$ cat config.mk
export PLATFORM = sky130hd
export DESIGN_NAME = board_arbiter
export DESIGN_NICKNAME = d
export VERILOG_FILES = /design/src/rtl/board_arbiter.sv
export SDC_FILE = /design/constraint.sdc
export NUM_CORES = 1
export LEC_CHECK = 0
export BUFFER_PORTS_ARGS = -buffer_cell sky130_fd_sc_hd__buf_2
export CORE_ASPECT_RATIO = 0.6
export CORE_MARGIN = 4
export CORE_UTILIZATION = 40
export CTS_BUF_LIST = sky130_fd_sc_hd__clkbuf_2 sky130_fd_sc_hd__clkbuf_4 sky130_fd_sc_hd__clkbuf_8
export DETAILED_ROUTE_END_ITERATION = 12
export HOLD_SLACK_MARGIN = 0.05
export PLACE_DENSITY = 0.68
export SYNTH_ARGS = -nofsm -noshare
export SYNTH_HDL_FRONTEND = slang
export SYNTH_SLANG_ARGS = --single-unit
$ cat constraint.sdc
create_clock -name clk -period 2.65 [get_ports clk]
set_input_delay 0 -clock clk [delete_from_list [all_inputs] [get_ports clk]]
set_output_delay 0 -clock clk [all_outputs]
set_load 0.02 [all_outputs]
$ cat src/rtl/board_arbiter.sv
// Board-memory arbiter: display row reads, cursor-cell toggles (done as atomic
// read-modify-write) and generation-engine accesses share one single-port row RAM.
module board_arbiter #(
    parameter int ROWS = 48,
    parameter int COLS = 64
) (
    input  logic            clk,
    input  logic            rst,
    input  logic            freeze,
    input  logic            disp_req,
    input  logic [5:0]      disp_addr,
    output logic            disp_gnt,
    output logic            disp_rvalid,
    input  logic            edit_req,
    input  logic [5:0]      edit_x,
    input  logic [5:0]      edit_y,
    output logic            edit_gnt,
    input  logic            gen_req,
    input  logic            gen_we,
    input  logic [5:0]      gen_addr,
    input  logic [COLS-1:0] gen_wdata,
    output logic            gen_gnt,
    output logic            gen_rvalid,
    output logic [COLS-1:0] rd_data,
    output logic [5:0]      mem_addr,
    output logic            mem_we,
    output logic [COLS-1:0] mem_wdata,
    input  logic [COLS-1:0] mem_rdata
);

    typedef enum logic {IDLE = 1'b0, RMW_WR = 1'b1} state_t;
    typedef enum logic {PTR_EDIT = 1'b0, PTR_GEN = 1'b1} ptr_t;

    localparam int unsigned ROWS_U = ROWS;

    function automatic logic in_range(input logic [5:0] a);
        return 32'(a) < ROWS_U;
    endfunction

    state_t          state_q, state_d;
    ptr_t            ptr_q, ptr_d;
    logic            disp_gnt_d, edit_gnt_d, gen_gnt_d;
    logic            disp_rvalid_d, gen_rvalid_d;
    logic [5:0]      mem_addr_d;
    logic            mem_we_d;
    logic [COLS-1:0] wdata_q, wdata_d;
    logic [COLS-1:0] mask_q, mask_d;
    logic            rmw_wr_q, rmw_wr_d;
    logic            rd_pass_q, rd_pass_d;
    logic            acc_rd_q, acc_rd_d;
    logic            acc_in_range_q, acc_in_range_d;
    logic            disp_ok, edit_ok, gen_ok;

    // A port is ineligible on the edge that ends its own grant cycle.
    assign disp_ok = disp_req && !disp_gnt;
    assign edit_ok = edit_req && !edit_gnt;
    assign gen_ok  = gen_req && !gen_gnt && !freeze;

    // The toggle write data depends on the RAM read that lands in the write cycle.
    assign mem_wdata = rmw_wr_q ? (mem_rdata ^ mask_q) : wdata_q;
    assign rd_data   = rd_pass_q ? mem_rdata : '0;

    // NOTE: every variable gets a default before the case so no latch is inferred.
    always_comb begin
        state_d        = state_q;
        ptr_d          = ptr_q;
        disp_gnt_d     = 1'b0;
        edit_gnt_d     = 1'b0;
        gen_gnt_d      = 1'b0;
        mem_addr_d     = mem_addr;
        mem_we_d       = 1'b0;
        wdata_d        = wdata_q;
        mask_d         = mask_q;
        rmw_wr_d       = 1'b0;
        acc_rd_d       = acc_rd_q;
        acc_in_range_d = acc_in_range_q;

        disp_rvalid_d  = disp_gnt;
        gen_rvalid_d   = gen_gnt && acc_rd_q;
        rd_pass_d      = (disp_gnt || (gen_gnt && acc_rd_q)) && acc_in_range_q;

        case (state_q)
            IDLE: begin
                if (disp_ok) begin
                    disp_gnt_d     = 1'b1;
                    mem_addr_d     = disp_addr;
                    acc_rd_d       = 1'b1;
                    acc_in_range_d = in_range(disp_addr);
                end else if (edit_ok && (!gen_ok || ptr_q == PTR_EDIT)) begin
                    edit_gnt_d     = 1'b1;
                    mem_addr_d     = edit_y;
                    mask_d         = {{(COLS-1){1'b0}}, 1'b1} << edit_x;
                    acc_rd_d       = 1'b0;
                    acc_in_range_d = in_range(edit_y);
                    ptr_d          = PTR_GEN;
                    state_d        = RMW_WR;
                end else if (gen_ok) begin
                    gen_gnt_d      = 1'b1;
                    mem_addr_d     = gen_addr;
                    mem_we_d       = gen_we && in_range(gen_addr);
                    wdata_d        = gen_wdata;
                    acc_rd_d       = !gen_we;
                    acc_in_range_d = in_range(gen_addr);
                    ptr_d          = PTR_EDIT;
                end
            end
            RMW_WR: begin
                mem_we_d = acc_in_range_q;
                rmw_wr_d = 1'b1;
                state_d  = IDLE;
            end
            default: state_d = IDLE;
        endcase
    end

    // NOTE: sequential state uses non-blocking assignments so all registers update together.
    always_ff @(posedge clk or negedge rst) begin
        if (!rst) begin
            state_q        <= IDLE;
            ptr_q          <= PTR_EDIT;
            disp_gnt       <= 1'b0;
            edit_gnt       <= 1'b0;
            gen_gnt        <= 1'b0;
            disp_rvalid    <= 1'b0;
            gen_rvalid     <= 1'b0;
            mem_addr       <= '0;
            mem_we         <= 1'b0;
            wdata_q        <= '0;
            mask_q         <= '0;
            rmw_wr_q       <= 1'b0;
            rd_pass_q      <= 1'b0;
            acc_rd_q       <= 1'b0;
            acc_in_range_q <= 1'b0;
        end else begin
            state_q        <= state_d;
            ptr_q          <= ptr_d;
            disp_gnt       <= disp_gnt_d;
            edit_gnt       <= edit_gnt_d;
            gen_gnt        <= gen_gnt_d;
            disp_rvalid    <= disp_rvalid_d;
            gen_rvalid     <= gen_rvalid_d;
            mem_addr       <= mem_addr_d;
            mem_we         <= mem_we_d;
            wdata_q        <= wdata_d;
            mask_q         <= mask_d;
            rmw_wr_q       <= rmw_wr_d;
            rd_pass_q      <= rd_pass_d;
            acc_rd_q       <= acc_rd_d;
            acc_in_range_q <= acc_in_range_d;
        end
    end

endmodule

-- Word level (Yosys, flattened, before mapping)
Cells that the tools add are included.
- output and inout port bits: 140
- word-level logic and storage cells: 74
- input port bits: 159
- flip-flop bits (word level): 146
- bitwise gates (word level): 5
- muxes and demuxes: 28
- reductions and logical operators: 22
- $lt $le $gt $ge: 3
- shift operators: 1
- operators with widths (kind ; count):
    64-bit two-way mux ; 2
    1-bit by 6-bit << shifter with 64-bit output, first input constant ; 1
    64-bit bitwise XOR ; 1
    1-bit two-way mux ; 21
    6-bit < comparator, second input constant ; 3
    6-bit two-way mux ; 3
    1-bit logical AND ; 8
    1-bit zero test ; 6
    3-bit AND reduction ; 2
    1-bit inverter ; 4
    1-bit one-hot mux with 2 select lines ; 2
    4-bit AND reduction ; 1
    3-bit nonzero test ; 1
    1-bit logical OR ; 2
    2-bit AND reduction ; 1
    2-bit nonzero test ; 1

-- Longest topological paths before layout
- word-level depth: 9
- mapped depth: 6
- gate-level depth less buffers: 4

-- Least setup slack after synthesis
No wires, ideal clock.
- path type: register to register
- start: register gen_gnt
- end: register wdata_q[16]
- slack: 0.663 ns
- clock period less this slack: 1.987 ns
- setup time: 0.127 ns
- stages on the path, launching flop included: 7
- arrival: 1.860 ns
- data required time: 2.523 ns
- path buffers: 2
- path through: dfrtp_1 > nand4bb_1 > and2_4 > nor4_4 > buf_4 > buf_6 > mux2_1
- word-level cells in the longest chain between the ends: 8
- ends and longest elaborated chain (what ; RTL line ; RTL):
    start: declaration ; 22 ; output logic gen_gnt,
    start signal: assignment ; 139 ; gen_gnt <= gen_gnt_d;
    1-bit zero test * ; 57 ; assign gen_ok = gen_req && !gen_gnt && !freeze;
    1-bit logical AND * (2 in a row) ; 57 ;
    1-bit zero test ; 89 ; end else if (edit_ok && (!gen_ok || ptr_q == PTR_EDIT)) begin
    1-bit logical OR ; 89 ;
    1-bit logical AND ; 89 ;
    1-bit inverter (no line) ; - ;
    4-bit AND reduction (no line) * ; - ;
    end signal: assignment ; 144 ; wdata_q <= wdata_d;
    end: declaration ; 46 ; logic [COLS-1:0] wdata_q, wdata_d;
Mark *: on every way between the ends. The rest lies on a longest branch, timed or not.
A chain may end at the register's enable or synchronous reset.

-- Worst setup path in the final report
- start: register gen_gnt
- end: register acc_in_range_q
- word-level cells in the longest chain between the ends: 8
- elaborated cells on any way between the ends: 10
- classes of those cells: 2 x mux; 8 x reduce/logical
- ends and longest elaborated chain (what ; RTL line ; RTL):
    1-bit zero test * ; 57 ;
    1-bit logical AND * (2 in a row) ; 57 ;
    1-bit zero test ; 89 ;
    1-bit logical OR ; 89 ;
    1-bit logical AND ; 89 ;
    3-bit nonzero test (no line) or 1-bit two-way mux (tied branches) ; - ;
    2-bit AND reduction (no line) or 1-bit two-way mux (tied branches) ; - ;
    end signal: assignment ; 149 ; acc_in_range_q <= acc_in_range_d;
    end: declaration ; 51 ; logic acc_in_range_q, acc_in_range_d;
Marked as above.

==> results.py <==
metrics = {
    "global_route": {
        "grt-ovfl-total": 0,
        "grt_max_degree": 70,
        "antenna_found_initial": 1,
        "grt_pass1_wl_um": 34400,
        "grt.total_usage_pct": 20.7,
        "grt_pass1_vias": 6711,
    },
    "synthesis": {
        "synth-edff-count": 0,
        "syn_nets": 899,
        "synth-main-ff-cell": "dfrtp_1",
        "synth_area_per_cell_um2": 9.99,
        "syn_area_mm2": 0.00739,
        "synth_seq_cells": 145,
        "ys_async_sr_fraction_pct": 100,
        "syn_inst": 740,
        "synth_cell_types": 38,
        "yosysSeqAreaShare_pct": 49.1,
        "ys_warn_count": 0,
    },
    "route": {
        "drt_iter0_drc": 326,
        "first_pass_iters": 4,
        "drc": 0,
        "routed_wl_um": 21700,
        "avgRoutedWirePerCell_um": 16.0,
        "vias": 6703,
        "viasPerCell": 4.92,
        "ant_nets": 0,
    },
    "worst_setup_path": {
        "crit_type": "reg2reg",
        "crit_fanout": 7,
        "crit_path_start_kind": "register",
        "end_kind": "register",
        "critPathRequiredTime_ns": 3.02,
        "crit_arrival_ns": 2.80,
    },
    "cts": {
        "cts.sinks": 145,
        "tritoncts.num_buffers": 17,
        "clk_latency_ns": 0.43,
        "cts-root-buf": "clkbuf_8",
        "post_cts_buffers": 0,
        "cts_tree": "done",
        "cts.htree.levels": 4,
        "path_clk_slew_ns": 0.09,
        "clockBufferDepth": 2,
    },
    "finish": {
        "nets": 1270,
        "final_cell_mix": "297 x buf_2, 143 x dfrtp_1, 93 x dlygate4sd3_1",
        "antenna-diode-count": 0,
        "drive_above_1_share_pct": 33.8,
        "layout_commonest_cell": "buf_2",
        "syn2layout_area_growth_pct": 41.3,
    },
    "sta": {
        "slew-limit-headroom_pct": 38.7,
        "drv_slew": 0,
        "fin_worst_skew_ns": 0.0218,
        "rsz0062_at_grt": "no",
        "period_share_pct": 91.9,
        "finalSetupViolCount": 0,
        "period_minus_slack_ns": 2.44,
        "tns_ns": 0,
        "max_freq_mhz": 411,
        "finalWorstSetupSlack_ns": 0.215,
        "hold_viol": 0,
        "tightest_slew_ns": 0.920,
    },
    "die": {
        "die_w_um": 184,
        "ioPinCount": 299,
        "std_cell_rows": 38,
        "core_mm2": 0.0181,
        "die_area_mm2": 0.0208,
        "start_util_pct": 40.8,
        "die_h_um": 113,
    },
    "placement": {
        "gp_congestion": 0.864,
        "io_buffer_count": 298,
        "post-place-ws_ns": 0.484,
        "dp_hpwl_um": 15300,
    },
    "power_and_ir_drop": {
        "power_density_mw_per_mm2": 666,
        "power_switching_mw": 2.48,
        "clock_power_share_pct": 24.4,
        "p_int_mw": 4.48,
        "leakagePower_nw": 4.90,
        "p_seq_share_pct": 41.4,
        "combinationalPowerShare_pct": 34.2,
        "max-vdd-ir-drop_mv": 0.362,
        "switching_share_pct": 35.7,
    },
    "hold_path": {
        "hold_class": "in2reg",
    },
    "job": {
        "drv_cap": 0,
    },
    "status": {
        "outcome": "finished clean",
    },
}
[timing repair]
item	in CTS	in global routing
hold buffers	93	0
hold endpoints to repair	157	0
resized for setup	0	2
endpoints found under the setup margin	0	5
[worst paths after layout]
kind / startpoint / end / slack (ns) / cells after the start
worst min-delay path: edit_x[0] / mask_q[1]$_DFFE_PN0P_ / 0.10 / 4
max in group asynchronous: rst / wdata_q[18]$_DFFE_PN0P_ / 1.74 / 3
min in group asynchronous: rst / mem_addr[1]$_DFFE_PN0P_ / 0.12 / 2
worst min register to register: disp_gnt$_DFF_PN0_ / disp_rvalid$_DFF_PN0_ / 0.43 / 0
worst max-delay path: gen_gnt$_DFF_PN0_ / acc_in_range_q$_DFFE_PN0P_ / 0.21 / 5
worst max register to register: gen_gnt$_DFF_PN0_ / acc_in_range_q$_DFFE_PN0P_ / 0.21 / 5
[flip-flops by register name, indices dropped and copies added (netlist names)]
register / flops
mask_q: 64
wdata_q: 64
mem_addr: 6
acc_in_range_q: 1
acc_rd_q: 1
disp_gnt: 1
disp_rvalid: 1
edit_gnt: 1
gen_gnt: 1
gen_rvalid: 1
mem_we: 1
ptr_q: 1
rd_pass_q: 1
rmw_wr_q: 1
[critical path, cell delays in order, from the launching register on]
cell and delay (ns):
dfrtp_1 0.42, or3b_4 0.44, and2_1 0.26, or3_4 0.39, o311ai_2 0.29, dlygate4sd3_1 0.59
[routing by layer]
metal  routed length, um  GRT usage, %  vias up
li1                    -             -     3288
met2                9950          33.3      260
met4                 254          5.41        2
met3                1650          4.50       20
met5                   7             0        -
met1                9880          28.5     3133
[power groups by stage]
stage	logic (mW)	clock network (mW)	registers [mW]
2_1_floorplan	1.48	0	2.85
3_3_place_gp	2.22	0	2.91
3_5_place_dp	2.25	0	2.92
4_1_cts	2.39	1.75	2.88
5_1_grt	2.61	1.84	2.94
6_report	2.38	1.70	2.88
[cell type report]
| type | count | area [um^2] |
|---|---|---|
| Fill cell | 1581 | 7670 |
| Sequential cell | 145 | 3630 |
| Multi-Input combinational cell | 538 | 3530 |
| Timing Repair Buffer | 406 | 2590 |
| Tap cell | 240 | 300 |
| Clock buffer | 18 | 241 |
| Clock inverter | 12 | 135 |
| Inverter | 3 | 11.3 |
[metrics by stage]
step | hold slack [ns] | util [%] | std cells | area, um^2 | power (mW)
2_1_floorplan | -0.296 | - | 740 | 7390 | 4.33
3_3_place_gp | 0.0500 | 50.4 | 1239 | 9130 | 5.13
3_5_place_dp | 0.0503 | 50.4 | 1239 | 9130 | 5.18
4_1_cts | 0.0623 | 57.6 | 1362 | 10400 | 7.02
5_1_grt | 0.105 | 57.7 | 1362 | 10400 | 7.40
6_report | 0.101 | 57.7 | 1362 | 10400 | 6.95
[kinds of logic (layout without fill, tap and decap cells)]
| kind of cell | after synthesis | after routing | synth area share (%) |
|---|---|---|---|
| xor+xnor | 64 | 64 | 7.58 |
| buf+inv | 57 | 439 | 3.40 |
| simple gates | 258 | 258 | 17.0 |
| compound gates | 151 | 151 | 13.1 |
| flops | 145 | 145 | 49.1 |
| mux | 65 | 65 | 9.90 |
[cells in the mapped netlist (2+ instances only)]
cell	instances	area, um^2
o41ai_1	4	35.0
or3_1	4	25.0
and3_1	5	31.3
a21oi_1	69	345
inv_1	3	11.3
nand2b_1	6	37.5
buf_2	2	10.0
nor2b_1	6	37.5
dfrtp_1	145	3630
and2_1	67	419
o22ai_1	5	31.3
nand3_1	12	60.1
nand2_1	75	282
clkbuf_1	45	169
o21a_1	2	15.0
xnor2_1	64	561
nor2_1	75	282
buf_6	4	45.0
o31ai_1	60	450
mux2_1	40	450
mux2_2	25	282
a31oi_1	6	37.5
No activity file was read; power rests on OpenSTA's default activity.
